### config.mk
export PLATFORM = sky130hd
export DESIGN_NAME = bit_write_ctrl
export DESIGN_NICKNAME = d
export VERILOG_FILES = /design/src/rtl/bit_write_ctrl.sv
export SDC_FILE = /design/constraint.sdc
export NUM_CORES = 1
export LEC_CHECK = 0
export BUFFER_PORTS_ARGS = -buffer_cell sky130_fd_sc_hd__buf_2
export CAP_MARGIN = 0
export CORE_AREA = 2 2 58 60
export DETAILED_ROUTE_END_ITERATION = 10
export DIE_AREA = 0 0 60 62
export GPL_ROUTABILITY_DRIVEN = 0
export GPL_TIMING_DRIVEN = 0
export PLACE_DENSITY = 0.83
export SLEW_MARGIN = 15
export SYNTH_ARGS = -nofsm -noshare
export SYNTH_HDL_FRONTEND = slang
export SYNTH_SLANG_ARGS = --single-unit
export TNS_END_PERCENT = 5
### constraint.sdc
create_clock -name CLK -period 7.2 [get_ports CLK]
set_input_delay 0.72 -clock CLK [delete_from_list [all_inputs] [get_ports CLK]]
set_output_delay 0.72 -clock CLK [all_outputs]
set_load 0.005 [all_outputs]
### src/rtl/bit_write_ctrl.sv
// Button/switch input stage: synchronizes raw inputs, debounces the button and
// emits one write strobe with a captured bit_index/bit_value per accepted press.
module bit_write_ctrl #(
    parameter int unsigned DEBOUNCE_CYCLES = 1000000
) (
    input  logic       CLK,
    input  logic       rst,
    input  logic       btn_in,
    input  logic [2:0] sw_index,
    input  logic       sw_value,
    output logic       valid_out,
    output logic [2:0] bit_index,
    output logic       bit_value,
    output logic       busy
);

    localparam int unsigned CNT_W  = $clog2(DEBOUNCE_CYCLES);
    localparam int unsigned SYNC_W = 5;
    localparam logic [CNT_W-1:0] CNT_LAST = CNT_W'(DEBOUNCE_CYCLES - 1);

    typedef enum logic [1:0] {
        IDLE         = 2'd0,
        PRESS_WAIT   = 2'd1,
        HELD         = 2'd2,
        RELEASE_WAIT = 2'd3
    } state_t;

    // Synchronizer vector layout: {btn, index[2:0], value}
    logic [SYNC_W-1:0] sync1_q, sync1_d;
    logic [SYNC_W-1:0] sync2_q, sync2_d;

    state_t            state_q, state_d;
    logic [CNT_W-1:0]  cnt_q, cnt_d;
    logic              valid_q, valid_d;
    logic [2:0]        index_q, index_d;
    logic              value_q, value_d;

    logic              btn_s;
    logic [2:0]        sw_index_s;
    logic              sw_value_s;

    assign btn_s      = sync2_q[4];
    assign sw_index_s = sync2_q[3:1];
    assign sw_value_s = sync2_q[0];

    assign sync1_d = {btn_in, sw_index, sw_value};
    assign sync2_d = sync1_q;

    always_ff @(posedge CLK) begin
        if (rst) begin
            sync1_q <= '0;
            sync2_q <= '0;
            state_q <= IDLE;
            cnt_q   <= '0;
            valid_q <= 1'b0;
            index_q <= 3'd0;
            value_q <= 1'b0;
        end else begin
            sync1_q <= sync1_d;
            sync2_q <= sync2_d;
            state_q <= state_d;
            cnt_q   <= cnt_d;
            valid_q <= valid_d;
            index_q <= index_d;
            value_q <= value_d;
        end
    end

    // Debounce FSM; the strobe and switch capture share the accepting edge.
    always_comb begin
        state_d = state_q;
        cnt_d   = cnt_q;
        valid_d = 1'b0;
        index_d = index_q;
        value_d = value_q;
        unique case (state_q)
            IDLE: begin
                if (btn_s) begin
                    state_d = PRESS_WAIT;
                    cnt_d   = '0;
                end
            end
            PRESS_WAIT: begin
                if (!btn_s) begin
                    state_d = IDLE;
                end else if (cnt_q == CNT_LAST) begin
                    state_d = HELD;
                    valid_d = 1'b1;
                    index_d = sw_index_s;
                    value_d = sw_value_s;
                end else begin
                    cnt_d = cnt_q + CNT_W'(1);
                end
            end
            HELD: begin
                if (!btn_s) begin
                    state_d = RELEASE_WAIT;
                    cnt_d   = '0;
                end
            end
            RELEASE_WAIT: begin
                if (btn_s) begin
                    state_d = HELD;
                end else if (cnt_q == CNT_LAST) begin
                    state_d = IDLE;
                end else begin
                    cnt_d = cnt_q + CNT_W'(1);
                end
            end
            default: begin
                state_d = IDLE;
                cnt_d   = '0;
            end
        endcase
    end

    assign valid_out = valid_q;
    assign bit_index = index_q;
    assign bit_value = value_q;
    assign busy      = (state_q != IDLE);

endmodule

Word-level counts from Yosys, hierarchy flattened
Index checks and enable logic that the tools add are counted.
{"block": "totals", "word_cells": 40, "in_bits": 7, "regBits": 37, "output_inout_bits": 6}
{"block": "op_classes", "reduce_logical": 6, "eq_ne": 10, "n_bitwise": 2, "n_mux": 14, "add_sub_neg": 1}
{"cell": "2-to-1 mux 20 bit", "n": 5}
{"cell": "one-hot mux 20 bit (4 select lines)", "n": 1}
{"cell": "adder 20 x 1 -> 20 bit, second input constant", "n": 1}
{"cell": "equality test 20 bit, second input constant", "n": 1}
{"cell": "2-to-1 mux 2 bit", "n": 6}
{"cell": "!= test 2 bit, second input constant", "n": 4}
{"cell": "one-hot mux 2 bit (4 select lines)", "n": 1}
{"cell": "AND reduction 4 bit", "n": 2}
{"cell": "!= test 3 bit, second input constant", "n": 2}
{"cell": "equality test 2 bit, second input constant", "n": 2}
{"cell": "AND reduction 3 bit", "n": 1}
{"cell": "OR reduction 3 bit", "n": 1}
{"cell": "equality test 2 x 1 -> 1 bit, second input constant", "n": 1}
{"cell": "logical NOT 2 bit", "n": 1}
{"cell": "inverter 1 bit", "n": 2}
{"cell": "nonzero test 2 bit", "n": 1}
{"cell": "2-to-1 mux 1 bit", "n": 1}

Depth between registers and ports, before layout
Gate-level depths: netlist (run 1).
{"block": "depth", "depth_word": 4, "mapped_depth": 9, "ltp_nobuf": 6}

Worst setup path after synthesis (run 1)
Ideal clock, no wire load.
{"block": "synth_path", "kind": "flip-flop to flip-flop", "start": "register cnt_q[11]", "end": "register cnt_q[16]", "arrival_ps": 2165, "setup_ps": 117, "required_ps": 7083, "setup_slack_ps": 4918, "period_less_slack_ps": 2282, "n_path_buf": 3, "path_stages_with_launch": 8, "path_cell_list": "dfxtp_1 > or4b_1 > or4_1 > buf_6 > o21a_4 > buf_6 > buf_6 > a22o_1"}
{"block": "synth_between", "elab_chain_len": 4, "elab_cells_between_ends": 6, "cone_classes": "add/sub (1); eq/ne (1); mux (4)"}
{"item": "start, declared", "line": "33", "rtl": "logic [CNT_W-1:0] cnt_q, cnt_d;"}
{"item": "start signal, assigned", "line": "62", "rtl": "cnt_q <= cnt_d;"}
{"item": "adder 20 x 1 -> 20 bit / equality test 20 bit (equally long branches)"}
{"item": "2-to-1 mux 20 bit *", "line": "86, 104"}
{"item": "2-to-1 mux 20 bit, on equally long branches", "line": "102, 84"}
{"item": "one-hot mux 20 bit (4 select lines) *", "line": "76", "rtl": "unique case (state_q)"}
Mark *: on every way between the ends. The rest lies on a longest branch, timed or not. The select of a mux whose other input is x is not followed.
A chain may end at the register's enable or synchronous reset.

Worst setup path in the final report (run 1)
{"block": "layout_path", "start": "register cnt_q[8]", "end": "register cnt_q[16]"}
Same word-level chain as after synthesis.

==> results list, run 1 <==
- Number of vias per cell after detailed routing: between 5 and 6
- Hold repair after CTS inserted 0 buffers.
- Global routing finished with a remaining overflow of 0.
- For this run, design rule violations remaining after detail routing come to 0.
- The worst setup path is captured at a flip-flop.
- The clock period could shrink to 2472 ps.
- Max-slew violation count: 0
* Count of synthesis-stage warnings from yosys: 0
* Cell count after synthesis: 183
- Number of setup buffers added after CTS: 0
- Once detailed placement completed, the half-perimeter wirelength came to 2183 µm.
- The most used flip-flop cell after synthesis is sky130_fd_sc_hd__dfxtp_1.
- In this run, placement finished with an instance count of between 200 and 250.
- Post-route ant nets: 0
- 13 I/O pins were placed.
* Routed length per placed instance: about 13 µm
* Detailed Routing Iterations Pass 1: 4
- The number of failing hold endpoints at the final stage was 0.
- The die is 62 µm tall.
- Buffers on Ports: 12
- The number of global-route vias before repair is ~1200.
- Root buffer cell: sky130_fd_sc_hd__clkbuf_4
- Count of different cell masters after synthesis: 39
- Total number of nets in the final design: 210
- Core box area: around 3200 µm²
- Transition time at the pin with the least slew margin: between 1000 and 1500 ps
- Clock-pin slew was measured on the worst setup and hold paths at approximately 110 ps.
* RSZ-0062 raised after global routing: false
- The routed layout has ~1400 vias.
- Layout overhead on the synthesized area: 12.46%
- At the worst endpoint, the required time is roughly 7400 ps.
- Clock skew on the completed layout was measured at 11.35 ps.
- Most frequently used cell type in the post-synthesis netlist: sky130_fd_sc_hd__dfxtp_1
- Mean area per synthesized cell: approximately 9.1 µm²
* Post-synth design cell area: roughly 1700 µm²
- The H-tree generated during clock tree synthesis spans 2 levels.
- On the worst path, the slowest cell contributes a delay of 520 ps.
- Top cell type's share of synthesized area: between 40 and 50%
* Leakage: about 0.65 nW
- In this run the worst hold path is classified as flip-flop to flip-flop.
- Number of failing setup endpoints in the final timing report: 0
- The die covers about 3700 µm².
- When the netlist entered floorplanning its net count stood at around 190.
- Across the run, the number of max-cap violations was 0.
* Fmax achieved: roughly 0.40 GHz
* Count of flip-flops with a built-in enable after synthesis: 0
- Class of the most critical setup path: flip-flop to flip-flop
- The critical path contains buffers and inverters numbering 4 combined.
- Startpoint kind of the worst setup timing path: flip-flop
- Row cnt: 21
* Slowest library cell on the worst path: sky130_fd_sc_hd__or4b_1
* Max Fanout on Critical Path: 10
- For this run, the total global-route usage over all layers was measured as 19.24%.
* Clock tree from TritonCTS: built
* Top cell type by total area after synthesis: sky130_fd_sc_hd__dfxtp_1
- Number of gates resized after CTS: 0
- Effective utilization at floorplan: a little over half
- Counting the buffers created by CTS gives 5.
- For this design the ratio of total power to cell area is 198.6 nW/µm².
- Flip-flop and latch count after synthesis: 37
* Outcome: finished clean
- Counting flops with an async set or reset pin after synthesis yields a share of 0%.
- Maximum VDD drop: roughly 190 µV
* Commonest cells post-synth: 37 x sky130_fd_sc_hd__dfxtp_1, 12 x sky130_fd_sc_hd__nand2_1, 11 x sky130_fd_sc_hd__a31oi_1, 11 x sky130_fd_sc_hd__nand3_1, 11 x sky130_fd_sc_hd__nor2b_1
* Routed WL: ~3100 µm
- Non-Filler Instances: 249
- DRT iter0 DRCs: 48
* Diode count: 0
- The floorplan step set the die width to 60 µm.
- Number of buffers between clock root and the deepest sink: 2
* Number of clock sinks seen by CTS: 37
- Headroom to the max-slew limit came out at 29.98%.
- The critical path goes through clkbuf_1 > or4b_1 > or3_1 > clkbuf_1 > o21a_4 > buf_6 > buf_6 > a22o_1.
* Critical path data arrival time: 2710 ps
- In the final layout, the share of cells above drive strength 1 is 15.27%.
- Of the synthesized area, sequential elements account for around 45%.
- Setup TNS: 0 ps
- Global-route wire length before repair: between 5000 and 6000 µm
* Period utilization: between 30% and 40%
* Maximum number of pins on one net before global-route repair: 13
* Crit path max-delay family: simple AND/OR/NAND/NOR gates
- By area the synthesized netlist is led by sky130_fd_sc_hd__dfxtp_1 45%, sky130_fd_sc_hd__mux2i_1 4.8%, sky130_fd_sc_hd__a31oi_1 4.2%.
* Antenna violations before repair: 0
- Insertion delay to the later sink of the worst-skew pair: between 300 and 400 ps
## kinds of logic after synthesis
family | Yosys count | share of synthesized area [%]
buf+inv | 16 | 5.287
simple gates | 79 | 27.12
flops | 37 | 44.71
mux | 9 | 5.514
fa+ha+maj | 1 | 0.7552
compound gates | 38 | 15.03
xor+xnor | 3 | 1.586
## report_power, final
| part | switching, mW | leakage (nW) | internal (mW) |
|---|---|---|---|
| Clock | 0.0671 | 0.0445 | 0.0825 |
| Sequential | 0.000935 | 0.300 | 0.207 |
| Combinational | 0.00670 | 0.304 | 0.00546 |
| Total | 0.0747 | 0.648 | 0.295 |
## sequential cells by signal (all words and copies together) (netlist names), named ones only
name and flops:
sync2_q 5, bit_index 3, cnt_q 20, bit_value 1, valid_out 1, sync1_q 5, state_q 1
## worst register-to-register path: cells and delay by family, from the launching register on
family	cells	cell delay, ps
and+or+nand+nor	2	860
AOI/OAI and AO/OA	2	490
buffers and inverters	4	710
DFF	1	320
## path summary, 6_finish.rpt
check | slack (ps) | endpoint | depth (start not counted) | start
hold / removal | 450 | sync2_q[1] | 1 | sync1_q[1]
setup reg to reg | 4730 | cnt_q[16] | 8 | cnt_q[8]
hold reg to reg | 450 | sync2_q[1] | 1 | sync1_q[1]
setup / recovery | 4730 | cnt_q[16] | 8 | cnt_q[8]
## area by class of cell
class / instances / area, µm²
Buffer: 10 / 65.06
Clock buffer: 6 / 51.30
Tap cell: 46 / 57.56
Sequential cell: 37 / 740.7
Clock inverter: 2 / 37.54
Multi-Input combinational cell: 130 / 828.3
Inverter: 6 / 22.52
Fill cell: 285 / 1316
Timing Repair Buffer: 12 / 60.06
## cells in the final DEF, fill, tap and decap left out, types with 8 or more instances in the layout
cell type / Yosys / layout
sky130_fd_sc_hd__nand2_1: 12 / 12
sky130_fd_sc_hd__nor2_1: 10 / 10
sky130_fd_sc_hd__nor2b_1: 11 / 11
sky130_fd_sc_hd__nand3_1: 11 / 11
sky130_fd_sc_hd__a31oi_1: 11 / 11
sky130_fd_sc_hd__a21oi_1: 10 / 10
sky130_fd_sc_hd__mux2i_1: 8 / 8
sky130_fd_sc_hd__buf_2: 1 / 13
sky130_fd_sc_hd__dfxtp_1: 37 / 37
## stage by stage
step	setup WS (ps)	total power, mW	util [%]	hold WS (ps)	cell area (µm²)
after floorplan	4918	0.2212	-	413.8	1657
after global placement	4777	0.2249	55.80	415.9	1774
after detailed placement	4765	0.2254	55.80	424.2	1774
after CTS	4743	0.3769	58.60	450.8	1863
after global routing	4541	0.3861	58.60	460.1	1863
final	4728	0.3700	58.60	446.2	1863
## per-layer routing
metal  share of wire (%)  track usage, %
met1                  48           24.52
met2                  46           30.75
met3                 4.1           6.004
met4                 1.0           7.302
met5                   0               0
(Power assumes the default switching activity.)
==> inputs of run 2 (changes only) <==
==> constraint.sdc (replaced) <==
create_clock -name CLK -period 2.4 [get_ports CLK]
set_input_delay 0.24 -clock CLK [delete_from_list [all_inputs] [get_ports CLK]]
set_output_delay 0.24 -clock CLK [all_outputs]
set_load 0.005 [all_outputs]
==> run 2 against run 1 <==
Sequential share of layout area is 0.61 points lower. Design area is 2.4% higher. Register-to-register slack worse by 4700 ps. Via count is 2.1% higher. Utilization is 1.4 points higher. Global-route usage hardly changed. Largest cell class unchanged.
==> results list, run 2 (synthesis gave the netlist of run 1 again) <==
- Aggregate global routing overflow: 0
- In this run the static leakage power is between 0.6 and 0.7 nW.
- The filler cells instantiated in the layout total between 200 and 300.
- STA classifies the critical path startpoint as a flip-flop.
- Final non-filler cell area: around 1900 µm²
* Half-perimeter wire length after placement: between 2000 and 2500 µm
- 13 I/O pins were placed.
- The floorplan has 21 rows.
- Routed length per placed instance: about 13 µm
- Summed over all failing endpoints, the final setup total negative slack is 0 ps.
* DRT iter0 DRCs: 48
- For the pin with the worst max-slew slack, the measured transition is about 630 ps.
- Clock Pin Slew Worst Setup and Hold Paths: ~120 ps
- Depth of the most critical reg-to-reg path: 6
- Largest registers: cnt_q: 20 flops, sync1_q: 5 flops, sync2_q: 5 flops
- The final critical path takes up a little over nine tenths of the cycle.
- More flip-flops sit in one register than any other, and that register is cnt_q.
- Number of flip-flops in the largest register: 20
- The clock net in this run drives a total of 37 sinks.
- Max-slew violation count: 0
* Global-route wire length before repair: 5264 µm
- Cells with a size suffix above 1 make up 19.61% of the layout.
* Most common cell after layout, fill and taps aside: sky130_fd_sc_hd__dfxtp_1
- After layout, the minimum clock period comes to 2348 ps.
* Number of clock buffers inserted by TritonCTS: 5
- Total Die Area: 3720 µm²
- Post-route ant nets: 0
- On the final layout, the worst clock skew is between 15 and 20 ps.
- The floorplan step defined a core boundary enclosing 3179 µm².
* Insertion delay to the later sink of the worst-skew pair: about 350 ps
- After detailed routing, the number of vias per cell comes to ~5.6.
* Number of buffers between clock root and the deepest sink: 2
* Detailed Routing Iterations Pass 1: 4
- By startpoint and endpoint, the worst setup path is classified as flip-flop to flip-flop.
* Cell count of the worst hold path: 2
- For the worst setup path, the data required time is about 2600 ps.
* Effective utilization at floorplan: 52.11%
- Across the run, the number of max-cap violations was 0.
* Critical path data arrival time: 2590 ps
* Maximum VDD drop: around 560 µV
- The run finished with clean final reports.
- The internal power of the cells totals slightly below 900 µW.
* Count of placed standard cells including taps: between 200 and 250
- Routed WL: 3208 µm
- The path class of the tightest hold or removal check is input pin to flip-flop.
* Max Fanout on Critical Path: 10
- Level count of the clock H-tree: 2
* Clock tree from TritonCTS: built
- Maximum number of pins on one net before global-route repair: 13
- Area after detailed placement: 1774 µm²
- Across every metal layer, demand over resource in global routing totals around a fifth.
- The worst setup path is captured at a flip-flop.
- Hold repair after CTS inserted 0 buffers.
- In this run the power spent charging and discharging nets is between 200 and 250 µW.
- Non-Filler Instances: 250
- Vias: about 1400
- The number of global-route vias before repair was between 1000 and 1500.
* Layout overhead on the synthesized area: 15.18%
- The cell sitting at the root of the clock tree is a sky130_fd_sc_hd__clkbuf_4.
- Setup violations remaining at the end of the flow were counted as 0.
- Worst R2R Setup Slack: 50 ps
* Diode count: 0
- Measured along the x axis, the die boundary spans about 60 µm.
- Measured against its own limit, the worst slew margin works out to a little under 60%.
- At the end of the flow, the number of nets in the layout was 211.
* Most frequent cells in the layout: 34 x sky130_fd_sc_hd__dfxtp_1, 13 x sky130_fd_sc_hd__buf_2, 12 x sky130_fd_sc_hd__nand2_1
- RSZ-0062 raised after global routing: false
- Sequential Power Share: approximately 56%
* Worst slack on hold paths: between 100 and 150 ps
- Final hold violation count: 0
- The initial antenna violation count came to 0.
- Fmax achieved: roughly 0.43 GHz
- Power density over the cells: between 500 and 600 nW/µm²
- Buffers on Ports: 12
- Switching Share: approximately a fifth
* DRC: 0
- Part of the total power dissipated in the clock network: between 40% and 50%
* Logic gate share of total power: under 10%
- Chip height: between 60 and 70 µm
-- run 2: final cells by class --
type	instances	area [µm²]	area share [%]
Clock buffer	6	51.30	2.689
Timing Repair Buffer	15	95.09	4.984
Buffer	8	50.05	2.623
Tap cell	46	57.56	3.016
Sequential cell	37	747.0	39.15
Multi-Input combinational cell	130	847.1	44.39
Inverter	6	22.52	1.180
Clock inverter	2	37.54	1.967
-- run 2: path summary, 6_finish.rpt --
check	start	to
setup reg to reg	cnt_q[11]	cnt_q[16]
setup / recovery	cnt_q[11]	cnt_q[16]
hold / removal	sw_index[2]	sync1_q[3]
hold reg to reg	sync1_q[1]	sync2_q[1]
-- run 2: what timing repair did --
| action | 4_1_cts | 5_1_grt |
|---|---|---|
| buffers inserted | 0 | 3 |
| resized for setup | 2 | 6 |
| gates cloned | 0 | 0 |
| setup endpoints to repair | 8 | 23 |
| pin swaps | 0 | 0 |
-- run 2: per-layer routing --
metal / up-vias / wire [µm] / track usage, % / part of all wire [%]
met2: 30 / 1515 / 30.75 / 47
met5: - / 0 / 0 / 0
met3: 5 / 146 / 6.004 / 4.6
met4: 0 / 35 / 7.302 / 1.1
li1: 707 / - / - / -
met1: 664 / 1511 / 24.65 / 47
-- run 2: metrics by stage --
stage	setup WS, ps	utilization [%]	total power, mW
after global routing	3.983	60.02	1.164
after floorplan	118.2	-	0.6636
final	52.43	60.02	1.121
after global placement	-22.88	55.80	0.6746
after detailed placement	-34.72	55.80	0.6761
after CTS	1.505	58.56	1.131
-- run 2: worst max-delay path, cell delays in order, from the launching register on --
cell and delay [ps]:
sky130_fd_sc_hd__dfxtp_4 380, sky130_fd_sc_hd__or4b_4 510, sky130_fd_sc_hd__or4_4 630, sky130_fd_sc_hd__o21a_4 240, sky130_fd_sc_hd__buf_6 140, sky130_fd_sc_hd__buf_6 140, sky130_fd_sc_hd__a22o_1 200
-- run 2: power groups by stage --
stage / Clock, mW / Combinational [mW] / Sequential, mW
2_1_floorplan: 0 / 0.0254 / 0.638
3_3_place_gp: 0 / 0.0359 / 0.639
3_5_place_dp: 0 / 0.0371 / 0.639
4_1_cts: 0.469 / 0.0370 / 0.625
5_1_grt: 0.491 / 0.0482 / 0.625
6_report: 0.454 / 0.0433 / 0.624
